[src/rtl/wb_bus_arbiter.sv]
// Two-master round-robin Wishbone arbiter feeding the memory controller's cpu_* bus.
// A grant is held for one whole transaction; a watchdog answers ERR if the slave never ACKs.
module wb_bus_arbiter #(
    parameter int ADDR_SIZE      = 32,
    parameter int BYTE_AMNT      = 4,
    parameter int TIMEOUT_CYCLES = 1024
) (
    input  logic                   CLK_I,
    input  logic                   RST_I,

    input  logic                   m0_CYC_I,
    input  logic                   m0_STB_I,
    input  logic                   m0_WE_I,
    input  logic [BYTE_AMNT-1:0]   m0_SEL_I,
    input  logic [ADDR_SIZE-1:0]   m0_ADR_I,
    input  logic [8*BYTE_AMNT-1:0] m0_DAT_I,
    output logic [8*BYTE_AMNT-1:0] m0_DAT_O,
    output logic                   m0_ACK_O,
    output logic                   m0_ERR_O,

    input  logic                   m1_CYC_I,
    input  logic                   m1_STB_I,
    input  logic                   m1_WE_I,
    input  logic [BYTE_AMNT-1:0]   m1_SEL_I,
    input  logic [ADDR_SIZE-1:0]   m1_ADR_I,
    input  logic [8*BYTE_AMNT-1:0] m1_DAT_I,
    output logic [8*BYTE_AMNT-1:0] m1_DAT_O,
    output logic                   m1_ACK_O,
    output logic                   m1_ERR_O,

    output logic                   s_CYC_O,
    output logic                   s_STB_O,
    output logic                   s_WE_O,
    output logic [BYTE_AMNT-1:0]   s_SEL_O,
    output logic [ADDR_SIZE-1:0]   s_ADR_O,
    output logic [8*BYTE_AMNT-1:0] s_DAT_O,
    input  logic [8*BYTE_AMNT-1:0] s_DAT_I,
    input  logic                   s_ACK_I
);

    localparam int                CW        = 16;
    localparam logic [CW-1:0]     LAST_TICK = CW'(TIMEOUT_CYCLES - 1);

    typedef enum logic [1:0] {
        IDLE    = 2'd0,
        BUSY    = 2'd1,
        RELEASE = 2'd2
    } state_t;

    state_t          state_q, state_d;
    logic            grant_q, grant_d;
    logic            lastGrant_q, lastGrant_d;
    logic [CW-1:0]   count_q, count_d;

    logic            m0Req, m1Req, grantReq, active;
    logic            ackGrant, errGrant;

    assign m0Req    = m0_CYC_I & m0_STB_I;
    assign m1Req    = m1_CYC_I & m1_STB_I;
    assign grantReq = grant_q ? m1Req : m0Req;
    assign active   = (state_q == BUSY);

    // lastGrant resets to master 1 so master 0 wins the first tie.
    always_ff @(posedge CLK_I) begin
        if (RST_I) begin
            state_q     <= IDLE;
            grant_q     <= 1'b0;
            lastGrant_q <= 1'b1;
            count_q     <= '0;
        end else begin
            state_q     <= state_d;
            grant_q     <= grant_d;
            lastGrant_q <= lastGrant_d;
            count_q     <= count_d;
        end
    end

    always_comb begin
        state_d     = state_q;
        grant_d     = grant_q;
        lastGrant_d = lastGrant_q;
        count_d     = count_q;
        unique case (state_q)
            IDLE: begin
                if (m0Req || m1Req) begin
                    grant_d     = (m0Req && m1Req) ? ~lastGrant_q : m1Req;
                    lastGrant_d = grant_d;
                    count_d     = '0;
                    state_d     = BUSY;
                end
            end
            BUSY: begin
                if (s_ACK_I || !grantReq || count_q == LAST_TICK) begin
                    state_d = RELEASE;
                end else begin
                    count_d = count_q + 1'b1;
                end
            end
            RELEASE: state_d = IDLE;
            default: state_d = IDLE;
        endcase
    end

    // ACK outranks the watchdog; nothing is answered while reset is being applied.
    assign ackGrant = active & s_ACK_I & ~RST_I;
    assign errGrant = active & ~s_ACK_I & grantReq & (count_q == LAST_TICK) & ~RST_I;

    assign m0_ACK_O = ackGrant & ~grant_q;
    assign m1_ACK_O = ackGrant &  grant_q;
    assign m0_ERR_O = errGrant & ~grant_q;
    assign m1_ERR_O = errGrant &  grant_q;

    assign m0_DAT_O = (active && !grant_q) ? s_DAT_I : '0;
    assign m1_DAT_O = (active &&  grant_q) ? s_DAT_I : '0;

    assign s_CYC_O  = active;
    assign s_STB_O  = active;
    assign s_WE_O   = active & (grant_q ? m1_WE_I : m0_WE_I);
    assign s_SEL_O  = active ? (grant_q ? m1_SEL_I : m0_SEL_I) : '0;
    assign s_ADR_O  = active ? (grant_q ? m1_ADR_I : m0_ADR_I) : '0;
    assign s_DAT_O  = active ? (grant_q ? m1_DAT_I : m0_DAT_I) : '0;

endmodule

[config.mk]
export PLATFORM = sky130hd
export DESIGN_NAME = wb_bus_arbiter
export DESIGN_NICKNAME = d
export VERILOG_FILES = /design/src/rtl/wb_bus_arbiter.sv
export SDC_FILE = /design/constraint.sdc
export NUM_CORES = 1
export LEC_CHECK = 0
export BUFFER_PORTS_ARGS = -buffer_cell sky130_fd_sc_hd__buf_4
export CAP_MARGIN = 30
export CELL_PAD_IN_SITES_DETAIL_PLACEMENT = 1
export CELL_PAD_IN_SITES_GLOBAL_PLACEMENT = 2
export CORE_MARGIN = 2
export CORE_UTILIZATION = 13
export CTS_BUF_LIST = sky130_fd_sc_hd__clkbuf_8
export DETAILED_ROUTE_END_ITERATION = 12
export GPL_TIMING_DRIVEN = 0
export PLACE_DENSITY = 0.79
export RECOVER_POWER = 25
export SLEW_MARGIN = 15
export SYNTH_ARGS = -nofsm -noshare
export SYNTH_HDL_FRONTEND = slang
export SYNTH_SLANG_ARGS = --single-unit
[constraint.sdc]
create_clock -name CLK_I -period 1.9 [get_ports CLK_I]
set_input_delay 0.19 -clock CLK_I [delete_from_list [all_inputs] [get_ports CLK_I]]
set_output_delay 0.19 -clock CLK_I [all_outputs]
set_load 0.03 [all_outputs]
## Word level (Yosys, flattened, before mapping)

Index checks and enable logic that the tools add are counted.

- Word-level logic and storage cells: 57
- Latch bits: 0
- Output and inout port bits: 139
- Input bits: 177
- Register bits after elaboration: 20
- Memory bits (writable): 0
- ROM bits: 0
- Memories kept: 0

- Shift-type cells: 0
- Order comparisons: 0
- Add/sub/neg operators: 1
- Div/mod/pow operators: 0
- Multipliers: 0
- Bitwise logic cells: 17
- Reduce and logical (&&, ||, !) cells: 13
- Equal/unequal tests: 5
- Muxes and demuxes: 17

Operator list:

| cell | count |
|---|---|
| two-way mux 32 bit | 6 |
| two-way mux 16 bit | 2 |
| one-hot mux 16 bit (2 select lines) | 1 |
| adder 16 x 1 -> 16 bit (second input constant) | 1 |
| == test 16 x 10 -> 1 bit (second input constant) | 1 |
| AND 1 bit | 13 |
| two-way mux 4 bit | 2 |
| two-way mux 2 bit | 2 |
| inequality test 2 bit (second input constant) | 2 |
| NOT 1 bit | 4 |
| one-hot mux 2 bit (2 select lines) | 1 |
| AND reduction 2 bit | 2 |
| logical AND 1 bit | 3 |
| logical OR 1 bit | 3 |
| two-way mux 1 bit | 3 |
| AND reduction 3 bit | 1 |
| == test 2 x 1 -> 1 bit (second input constant) | 1 |
| zero test 1 bit | 2 |
| zero test 2 bit | 1 |
| inequality test 2 x 1 -> 1 bit (second input constant) | 1 |
| nonzero test 2 bit | 1 |

## Depth between registers and ports, before layout

Gate-level depths: netlist of the first run.

- Depth after elaboration: 7
- Depth in mapped cells: 6
- Mapped depth without buffers: 5

## Least setup slack after synthesis of the first run

OpenSTA, ideal clock, no wires.

- Path kind: reg-to-output
- Start point: register count_q[0]
- End point: output m0_ERR_O
- Buffers on the path: 0
- Arrival: 1.881 ns
- Cell stages (with the launch flop): 6
- Slack: -0.171 ns
- Cells stage by stage: dfxtp_1 > ha_1 > nand4_1 > nor4_4 > nand3b_1 > nor2_1

- Word-level cells in the longest chain between the ends: 4

RTL lines:

| item | line | source |
|---|---|---|
| start, declared | 53 | `logic [CW-1:0] count_q, count_d;` |
| start signal, assigned | 74 | `count_q <= count_d;` |
| == test 16 x 10 -> 1 bit | 106 | `assign errGrant = active & ~s_ACK_I & grantReq & (count_q == LAST_TICK) & ~RST_I;` |
| AND 1 bit (2 in series) | 106 |  |
| AND 1 bit | 110 | `assign m0_ERR_O = errGrant & ~grant_q;` |
| end, declared | 19 | `output logic m0_ERR_O,` |

No other way between the ends.

## Worst setup path in the final report of the first run

- Start point: register count_q[10]
- End point: output m0_ERR_O

The elaborated chain is that of the path after synthesis.

==> results of run 1 <==
==> report_power, final <==
group / switching [W] / leakage [nW] / internal [W]
clock: 0.000158 / 0.0288 / 0.000185
sequential: 0.00000525 / 0.169 / 0.000421
combinational: 0.000669 / 2.64 / 0.000573
==> metal layers <==
layer / track usage [%] / up-vias / wire length (µm)
met1: 17.06 / 1912 / 6703
met4: 3.667 / 0 / 497
met2: 26.91 / 142 / 8966
met5: 0 / - / 0
li1: - / 2013 / -
met3: 3.056 / 26 / 896
==> cells by family (layout without fill, tap and decap cells) <==
group / count (synthesis) / in the layout / share of synthesized area (%)
simple gates: 221 / 221 / 43.75
flops: 20 / 20 / 14.88
compound gates: 25 / 25 / 7.857
mux: 73 / 73 / 27.15
buf+inv: 39 / 376 / 5.904
fa+ha+maj: 1 / 1 / 0.4648
==> repair_timing <==
item	CTS	global route
setup buffers	8	10
hold buffers	0	0
endpoints found under the setup margin	154	102
gates resized for setup	68	38
pin swaps	13	11
==> layout make-up <==
type                            count  area share, %
Buffer                             31          3.485
Inverter                            7         0.5162
Sequential cell                    20          7.270
Tap cell                          270          5.808
Clock buffer                        4         0.9464
Multi-Input combinational cell    320          38.93
Timing Repair Buffer              334          43.04
==> worst max-delay path by stage <==
stage                             start           to  slack, ps
4_1_cts        count_q[14]$_SDFFE_PP0P_     m0_ERR_O       -260
2_1_floorplan      grant_q$_SDFFE_PP0P_  s_DAT_O[10]        -90
3_5_place_dp    state_q[1]$_SDFFE_PP0P_  s_DAT_O[27]       -860
3_3_place_gp    state_q[1]$_SDFFE_PP0P_  s_DAT_O[27]       -820
6_report       count_q[10]$_SDFFE_PP0P_     m0_ERR_O       -200
5_1_grt         count_q[0]$_SDFFE_PP0P_     m0_ERR_O       -230
==> per-stage QoR <==
stage / power, W / hold slack [ps] / cell area, µm²
2_1_floorplan: 0.001019 / 344.3 / 2705
3_3_place_gp: 0.001630 / 464.9 / 5408
3_5_place_dp: 0.001636 / 477.9 / 5418
4_1_cts: 0.002019 / 216.8 / 5732
5_1_grt: 0.002119 / 223.3 / 5817
6_report: 0.002011 / 215.8 / 5817
==> sequential cells by signal (all words and copies together) (netlist names) <==
name	count
count_q	16
state_q	2
grant_q	1
lastGrant_q	1
==> cell usage in the layout, fill, tap and decap left out, drive strengths merged, types with 2 or more instances in the layout <==
cell type,instances
nor3,6
nand4,9
dfxtp,20
nand2,14
inv,6
nand3,10
a21oi,3
and3,35
a211o,2
nand2b,4
or3,3
o211ai,3
nor4b,2
and2,34
nor4,6
a21boi,2
and4,3
nor3b,2
or4,5
nand3b,2
buf,324
o21ai,2
a311o,4
mux2i,73
o311ai,3
clkbuf,45
or2,2
nor2,81
==> worst register-to-register path: stages, from the launching register on <==
cell and delay [ps]:
dfxtp_2 360, or3b_4 420, nor4_4 380, buf_4 190, buf_8 140, o21ai_4 110, o311ai_2 300
==> out/metrics.cfg, run 1 <==
[outcome]
status = finished with violations
violations = setup timing

[finish]
diodes = 0
seqCellArea_um2 = 422.9
synthToLayoutAreaGrowth_pct = 116.1
multi_input_area_mm2 = 0.002265
drive_above_1_share_pct = 56.70
utilization_pct = 28.66
finalNonFillerCells = 986
n_fill_cell = 2519
nets = 895

[worst_hold_path]
hold_path.class = primary input to register
hold_depth = 3
min-delay-start = m1_STB_I
hold_end = grant_q$_SDFFE_PP0P_

[floorplanning]
die_h_um = 147.9
core_area_mm2 = 0.02030
die-area_mm2 = 0.02187
io_pins = 316
die_w_um = 147.9
start_util_pct = 13.26
num_rows = 52

[route]
drt-total-wl_mm = 17.06
vias = 4093
routedWlPerCell_um = 17.31
drt-pass1-iter-count = 4
detail-route-antenna-nets = 0
drc_errors = 0
vias_per_cell = 4.151
drtIter0Drc = 136

[clock_tree]
cts_max_level = 1
clock-sinks = 20
clk_latency_ps = 260
clockRootBuffer = clkbuf_8
clkTransAtPathRegs_ps = 80
clockBufferDepth = 2
cts_buffers = 3
cts_tree = yes

[logic_synthesis]
synthTopCellsByCount = 81 x nor2_1, 73 x mux2i_1, 35 x and3_1, 34 x and2_1, 25 x clkbuf_1
synth.yosys.seq_area_share_pct = 14.88
synth_area_leaders = mux2i_1 27%, dfxtp_1 15%, nor2_1 11%
yosys_warnings = 0
ys_seq_elements = 20
yosys.area.top_type = mux2i_1
synth_area_mm2 = 0.002691
synth-main-ff-cell = dfxtp_1
yosysMostFrequentCell = nor2_1
synth-edff-count = 0
async_flop_share_pct = 0
synth.distinct_cells = 46
syn_nets = 557
synth.avg_cell_area_um2 = 7.101
syn_inst = 379
synth_top_cell_area_share_pct = 27.15

[worst_setup_path]
crit_required_ps = 1710
cpPeakStageDelay_ps = 420
start_kind = register
crit_family = simple AND/OR/NAND/NOR gates
critPathArrivalTime_ps = 1910
end_kind = output port
path_cells = or3b_4 -> nor4_4 -> nand3b_1 -> nor2_2 -> buf_6
cp_max_fo = 6
worstSetupPathType = register to output port
r2r_end = count_q[6]$_SDFFE_PP0P_
reg2reg_slack_ps = -90
worst-path-buf-inv = 1
r2r_cells = 6
r2r-start = count_q[10]$_SDFFE_PP0P_
cp_num_cells = 5
crit_slowest_cell = or3b_4

[place]
port_buffers = 315
dp_slack_ps = -858.5
place_inst = 966
gp_congestion = 0.7533
dp_hpwl_mm = 14.13

[timing]
drv_slew = 0
finalHoldViolCount = 0
slew_headroom_pct = 62.72
setup_viol = 42
rsz0062_at_grt = yes
worst_pin_slew_ps = 559.2
timing.fmax_mhz = 477.3
setup-tns-final_ps = -1550
worst_slack_ps = -195.2
finalCritPeriodShare_pct = 110.3
fin_skew_ps = 3.903
fin_crit_ps = 2095

[global_routing]
grt_pass1_wl_mm = 25.18
grt_max_degree = 12
grt_overflow_total = 0
grt_pass1_vias = 4315
grt_usage_pct = 14.56
antenna_found_initial = 0

[run]
maxCapViolations = 0

[power_and_ir_drop]
max-vdd-ir-drop_mv = 0.2431
p_per_area_mw_per_mm2 = 345.8
power_leakage_nw = 2.839

Power figures use the tool's default switching activity.
==> run 2: changes to the inputs <==
GPL_TIMING_DRIVEN = not set   (was 0)
REMOVE_ABC_BUFFERS = 1   (was not set)
==> run 2 against run 1 <==
Via count fell by 0.76%. Die area did not move. Power fell by 5.6%. Clock-buffer cell count fell by 1. Core utilization fell by 0.60 points. First-iteration DRC count fell by 9.6%. Final cell count fell by 1.1%. Clock power fell by 13%. Clock skew rose by 1.4 ps. The run still ends with setup timing left.
==> out/metrics.cfg, run 2 (synthesized netlist as in run 1, its figures left out) <==
[clock_tree]
clockBufferDepth = 2  ; unchanged
hold_buffers = 0  ; unchanged
clockRootBuffer = clkbuf_8
clkTransAtPathRegs_ps = 80  ; about the same
clk_latency_ps = 260  ; about the same
cts_tree = yes
cts_buffers = 3  ; unchanged
clock-sinks = 20  ; unchanged
cts_max_level = 1  ; unchanged

[worst_setup_path]
end_kind = output port
cpPeakStageDelay_ps = 560  ; +140 ps
r2r-start = count_q[14]$_SDFFE_PP0P_
worst-path-buf-inv = 1  ; unchanged
worstSetupPathType = register to output port
reg2reg_slack_ps = -80  ; about the same
crit_slowest_cell = or4_4
r2r_end = count_q[3]$_SDFFE_PP0P_
crit_family = simple AND/OR/NAND/NOR gates
cp_max_fo = 2  ; -4
crit_required_ps = 1710  ; about the same
critPathArrivalTime_ps = 1810  ; -100 ps
path_cells = or4_4 -> nor4_4 -> nand3b_1 -> nor2_2 -> buf_6
start_kind = register
r2r_cells = 6  ; unchanged

[power_and_ir_drop]
combPwrFrac_pct = 61.3  ; -0.4 points
p_per_area_mw_per_mm2 = 333.3  ; -3.6%
clkPwrFrac_pct = 15.8  ; -1.3 points
max-vdd-ir-drop_mv = 0.1915  ; -21%
pwr-share-seq_pct = 22.9  ; +1.7 points
swShare_pct = 41.24  ; -0.15 points
intPower_w = 0.001115  ; -5.4%
power_leakage_nw = 2.816  ; -0.84%
p_switching_w = 0.0007827  ; -6.0%

[place]
gp_congestion = 0.7835  ; +4.0%
place_inst = 966  ; unchanged
placed_area_mm2 = 0.005573  ; +2.9%
port_buffers = 315  ; unchanged
dp_hpwl_mm = 11.93  ; -16%

[floorplanning]
die_w_um = 147.9  ; unchanged
num_rows = 52  ; unchanged
die_h_um = 147.9  ; unchanged
core_area_mm2 = 0.02030  ; unchanged
die-area_mm2 = 0.02187  ; unchanged
start_util_pct = 13.26  ; unchanged
io_pins = 316  ; unchanged

[outcome]
status = finished with violations
violations = setup timing

[timing]
whs_ps = 211.1  ; -4.651 ps
setup_viol = 18  ; -57%
setup-tns-final_ps = -891.0  ; +659.1 ps
timing.fmax_mhz = 500.0  ; +4.7%
drv_slew = 0  ; unchanged
finalHoldViolCount = 0  ; unchanged
fin_skew_ps = 5.349  ; +1.445 ps
slew_headroom_pct = 66.45  ; +3.7 points
worst_slack_ps = -100.2  ; +94.99 ps
rsz0062_at_grt = yes
fin_crit_ps = 2000  ; -94.98 ps
finalCritPeriodShare_pct = 105.3  ; -5.0 points
worst_pin_slew_ps = 490.6  ; -68.53 ps

[global_routing]
grt_max_degree = 73  ; +61
antenna_found_initial = 0  ; unchanged
grt_usage_pct = 11.69  ; -2.9 points
grt_pass1_vias = 3984  ; -7.7%
grt_overflow_total = 0  ; unchanged
grt_pass1_wl_mm = 21.09  ; -16%

[route]
highest_layer = met4
wl_met1_mm = 5.789  ; -14%
wl_met3_mm = 1.263  ; +41%
drt-pass1-iter-count = 4  ; unchanged
detail-route-antenna-nets = 0  ; unchanged
drc_errors = 0  ; unchanged
routedWlPerCell_um = 15.04  ; -13%
drtIter0Drc = 123  ; -9.6%
drt-total-wl_mm = 14.66  ; -14%
vias_per_cell = 4.166  ; +0.36%
vias = 4062  ; -0.76%
route.met2.wl_mm = 7.538  ; -16%

[finish]
fin_area_mm2 = 0.005694  ; -2.1%
final_cell_mix = 330 x buf_4, 79 x nor2_1, 73 x mux2i_1
n_fill_cell = 2514  ; -0.20%
drive_above_1_share_pct = 52.91  ; -3.8 points
largestRegisters = count_q x16, state_q x2
largest-register = count_q
largest_reg_flops = 16  ; unchanged
utilization_pct = 28.05  ; -0.60 points
synthToLayoutAreaGrowth_pct = 111.6
final_common_cell = buf_4
nets = 884  ; -1.2%
finalNonFillerCells = 975  ; -1.1%
diodes = 0  ; unchanged

[worst_hold_path]
min-delay-start = m1_STB_I
hold_path.class = primary input to register
hold_end = grant_q$_SDFFE_PP0P_
hold_depth = 3  ; unchanged

[run]
maxCapViolations = 0  ; unchanged

==> run 2: routing by layer <==
metal | vias to the layer above | GRT usage [%]
met4 | 0 | 1.286
met3 | 6 | 2.346
li1 | 1991 | -
met1 | 1870 | 14.45
met5 | - | 0
met2 | 195 | 21.58
==> run 2: timing repair <==
action | CTS | global route
setup buffers | 1 | 3
gates resized for setup | 9 | 12
endpoints found under the setup margin | 17 | 51
cloned | 0 | 1
pin swaps | 11 | 10
==> run 2: worst register-to-register path, delay by kind of cell, from the launching register on <==
family | cells | cell delay, ps
AND/OR/NAND/NOR | 2 | 1090
flip-flops | 1 | 320
buffers and inverters | 2 | 280
AO/OA/AOI/OAI | 2 | 190
==> run 2: cell type report <==
type                    instances  area [µm²]  area share [%]
repair buffers                354        2686           47.18
well taps                     270       337.8           5.933
inverters                       7       26.28          0.4614
clock buffers                   3       41.29          0.7251
multi-input cells             320        2192           38.50
flip-flops and latches         20       406.6           7.141
clock inverters                 1       3.754         0.06592
==> run 2: worst max-delay path by stage <==
| stage | to | cells past startpoint | startpoint | slack, ps |
|---|---|---|---|---|
| global route | m0_ERR_O | 6 | count_q[1]$_SDFFE_PP0P_ | -210 |
| finish | m1_ERR_O | 5 | count_q[14]$_SDFFE_PP0P_ | -100 |
| CTS | m0_ERR_O | 5 | count_q[14]$_SDFFE_PP0P_ | -100 |
| detailed placement | count_q[14]$_SDFFE_PP0P_ | 6 | count_q[1]$_SDFFE_PP0P_ | -90 |
| floorplan | count_q[7]$_SDFFE_PP0P_ | 4 | grant_q$_SDFFE_PP0P_ | -2700 |
| global placement | count_q[8]$_SDFFE_PP0P_ | 4 | count_q[11]$_SDFFE_PP0P_ | -40 |
==> run 2: power by group through the flow <==
stage | clock (W) | combinational (W) | sequential (W)
2_1_floorplan | 0 | 0.000537 | 0.000480
3_3_place_gp | 0 | 0.00117 | 0.000441
3_5_place_dp | 0 | 0.00118 | 0.000441
4_1_cts | 0.000296 | 0.00118 | 0.000431
5_1_grt | 0.000321 | 0.00124 | 0.000435
6_report | 0.000300 | 0.00116 | 0.000434
==> run 2: per-stage QoR <==
stage / power (W) / worst slack (ps)
floorplan: 0.001017 / -2703
global placement: 0.001614 / -42.76
detailed placement: 0.001620 / -85.66
CTS: 0.001909 / -98.68
global route: 0.002001 / -214.0
finish: 0.001898 / -100.2
==> run 3: changes to the inputs <==
CORE_UTILIZATION = 15   (was 13)
PLACE_DENSITY = 0.86   (was 0.79)
clock period = 2 ns   (was 1.9 ns; I/O delays follow)
==> run 3 against run 2 <==
The flow now finishes without violations. First-iteration DRC count fell by 6.5%. Via count fell by 0.12%. Clock skew fell by 1.7 ps. Sequential cell count did not move. Combinational power fell by 4%. Routed wire length rose by 3.9%. Non-clock buffer count fell by 10. Setup slack improved by 110 ps. Sequential share of layout area rose by 0.39 points. Final cell count fell by 5.6%. Clock power rose by 8.0%. Critical path type unchanged. Critical endpoint unchanged. Largest cell class unchanged.
==> out/metrics.cfg, run 3 (synthesized netlist as in run 1, its figures left out) <==
[outcome]
status = finished, final reports clean

[worst_setup_path]
cp_max_fo = 2  ; unchanged
worstSetupPathType = register to output port
crit_required_ps = 1800  ; +90 ps
critPathArrivalTime_ps = 1790  ; -20 ps
end_kind = output port
start_kind = register

[place]
dp_hpwl_mm = 12.60  ; +5.7%
placed_area_mm2 = 0.005421  ; -2.7%
port_buffers = 315  ; unchanged
place_inst = 911  ; -5.7%
gp_congestion = 0.7758  ; -0.98%

[timing]
fin_skew_ps = 3.677  ; -1.671 ps
finalHoldViolCount = 0  ; unchanged
drv_slew = 0  ; unchanged
worst_pin_slew_ps = 523.9  ; +33.24 ps
fin_crit_ps = 1989
finalCritPeriodShare_pct = 99.47
timing.fmax_mhz = 502.7
rsz0062_at_grt = yes
setup_viol = 0  ; -18
whs_ps = 179.3  ; -31.85 ps
slew_headroom_pct = 65.04  ; -1.4 points

[route]
drt-pass1-iter-count = 4  ; unchanged
vias = 4057  ; -0.12%
routedWlPerCell_um = 16.56  ; +10%
vias_per_cell = 4.410  ; +5.8%
drtIter0Drc = 115  ; -6.5%
detail-route-antenna-nets = 0  ; unchanged
drc_errors = 0  ; unchanged
drt-total-wl_mm = 15.24  ; +3.9%

[finish]
drive_above_1_share_pct = 53.09  ; +0.19 points
nets = 874  ; -1.1%
final_common_cell = buf_4
largest-register = count_q
utilization_pct = 31.77  ; +3.7 points
finalNonFillerCells = 920  ; -5.6%
largestRegisters = count_q x16, state_q x2
fin_area_mm2 = 0.005533  ; -2.8%
diodes = 0  ; unchanged
synthToLayoutAreaGrowth_pct = 105.6
final_cell_mix = 339 x buf_4, 81 x nor2_1, 72 x mux2i_1
largest_reg_flops = 16  ; unchanged

[clock_tree]
cts_buffers = 3  ; unchanged
hold_buffers = 0  ; unchanged
clkTransAtPathRegs_ps = 80  ; about the same
cts_max_level = 1  ; unchanged
clockBufferDepth = 2  ; unchanged
cts_tree = yes
clk_latency_ps = 270  ; about the same
clockRootBuffer = clkbuf_8
clock-sinks = 20  ; unchanged

[power_and_ir_drop]
power_leakage_nw = 2.735  ; -2.9%
p_per_area_mw_per_mm2 = 333.8  ; +0.16%
max-vdd-ir-drop_mv = 0.1732  ; -9.6%
power_w = 0.001847  ; -2.7%

[global_routing]
grt_overflow_total = 0  ; unchanged
grt_pass1_wl_mm = 21.08  ; about the same
antenna_found_initial = 0  ; unchanged
grt_pass1_vias = 3912  ; -1.8%
grt_max_degree = 48  ; -34%
grt_usage_pct = 13.94  ; +2.2 points

[floorplanning]
die_w_um = 138.0  ; -6.7%
num_rows = 48  ; -7.7%
die-area_mm2 = 0.01903  ; -13%
io_pins = 316  ; unchanged
die_h_um = 138.0  ; -6.7%
core_area_mm2 = 0.01742  ; -14%
start_util_pct = 15.45  ; +2.2 points

[worst_hold_path]
hold_path.class = primary input to register

[run]
maxCapViolations = 0  ; unchanged

## run 3: per-stage QoR
step | setup TNS, ps | worst slack, ps
2_1_floorplan | -309930 | -2603
3_3_place_gp | 0 | 69.93
3_5_place_dp | -93.84 | -24.38
4_1_cts | 0 | 10.09
5_1_grt | -169.5 | -98.11
6_report | 0 | 10.65
## run 3: routing by layer
| layer | part of all wire, % | GRT usage (%) |
|---|---|---|
| met1 | 37 | 16.43 |
| met2 | 52 | 26.18 |
| met3 | 9.8 | 2.851 |
| met4 | 0.81 | 2.381 |
| met5 | 0 | 0 |
## run 3: final timing paths
path	start	endpoint	slack, ps	depth (start not counted)
worst max-delay path	count_q[11]$_SDFFE_PP0P_	m1_ERR_O	10	5
worst min register to register	count_q[1]$_SDFFE_PP0P_	count_q[1]$_SDFFE_PP0P_	480	2
worst max register to register	count_q[11]$_SDFFE_PP0P_	count_q[4]$_SDFFE_PP0P_	40	4
worst min-delay path	RST_I	grant_q$_SDFFE_PP0P_	180	2
## run 3: final cells by class
type | instances | area (µm²)
Tap cell | 225 | 281.5
Clock buffer | 4 | 55.05
Multi-Input combinational cell | 320 | 2146
Fill cell | 2163 | 11880
Sequential cell | 20 | 416.7
Inverter | 7 | 27.53
Timing Repair Buffer | 344 | 2606
## run 3: where the power goes
| part | internal [W] | switching (W) |
|---|---|---|
| clock network | 0.000176 | 0.000148 |
| logic | 0.000520 | 0.000595 |
| registers | 0.000402 | 0.00000636 |
## run 3: critical path, stage by stage, from the launching register on
cell,delay (ps)
dfxtp_2,320
or4_4,550
nor4_4,170
nand3b_1,150
nor2_1,150
buf_4,180
## run 3: what timing repair did
action | CTS | global route
setup endpoints to repair | 9 | 30
pin swaps | 4 | 4
buffers inserted | 2 | 3
gates resized for setup | 7 | 7
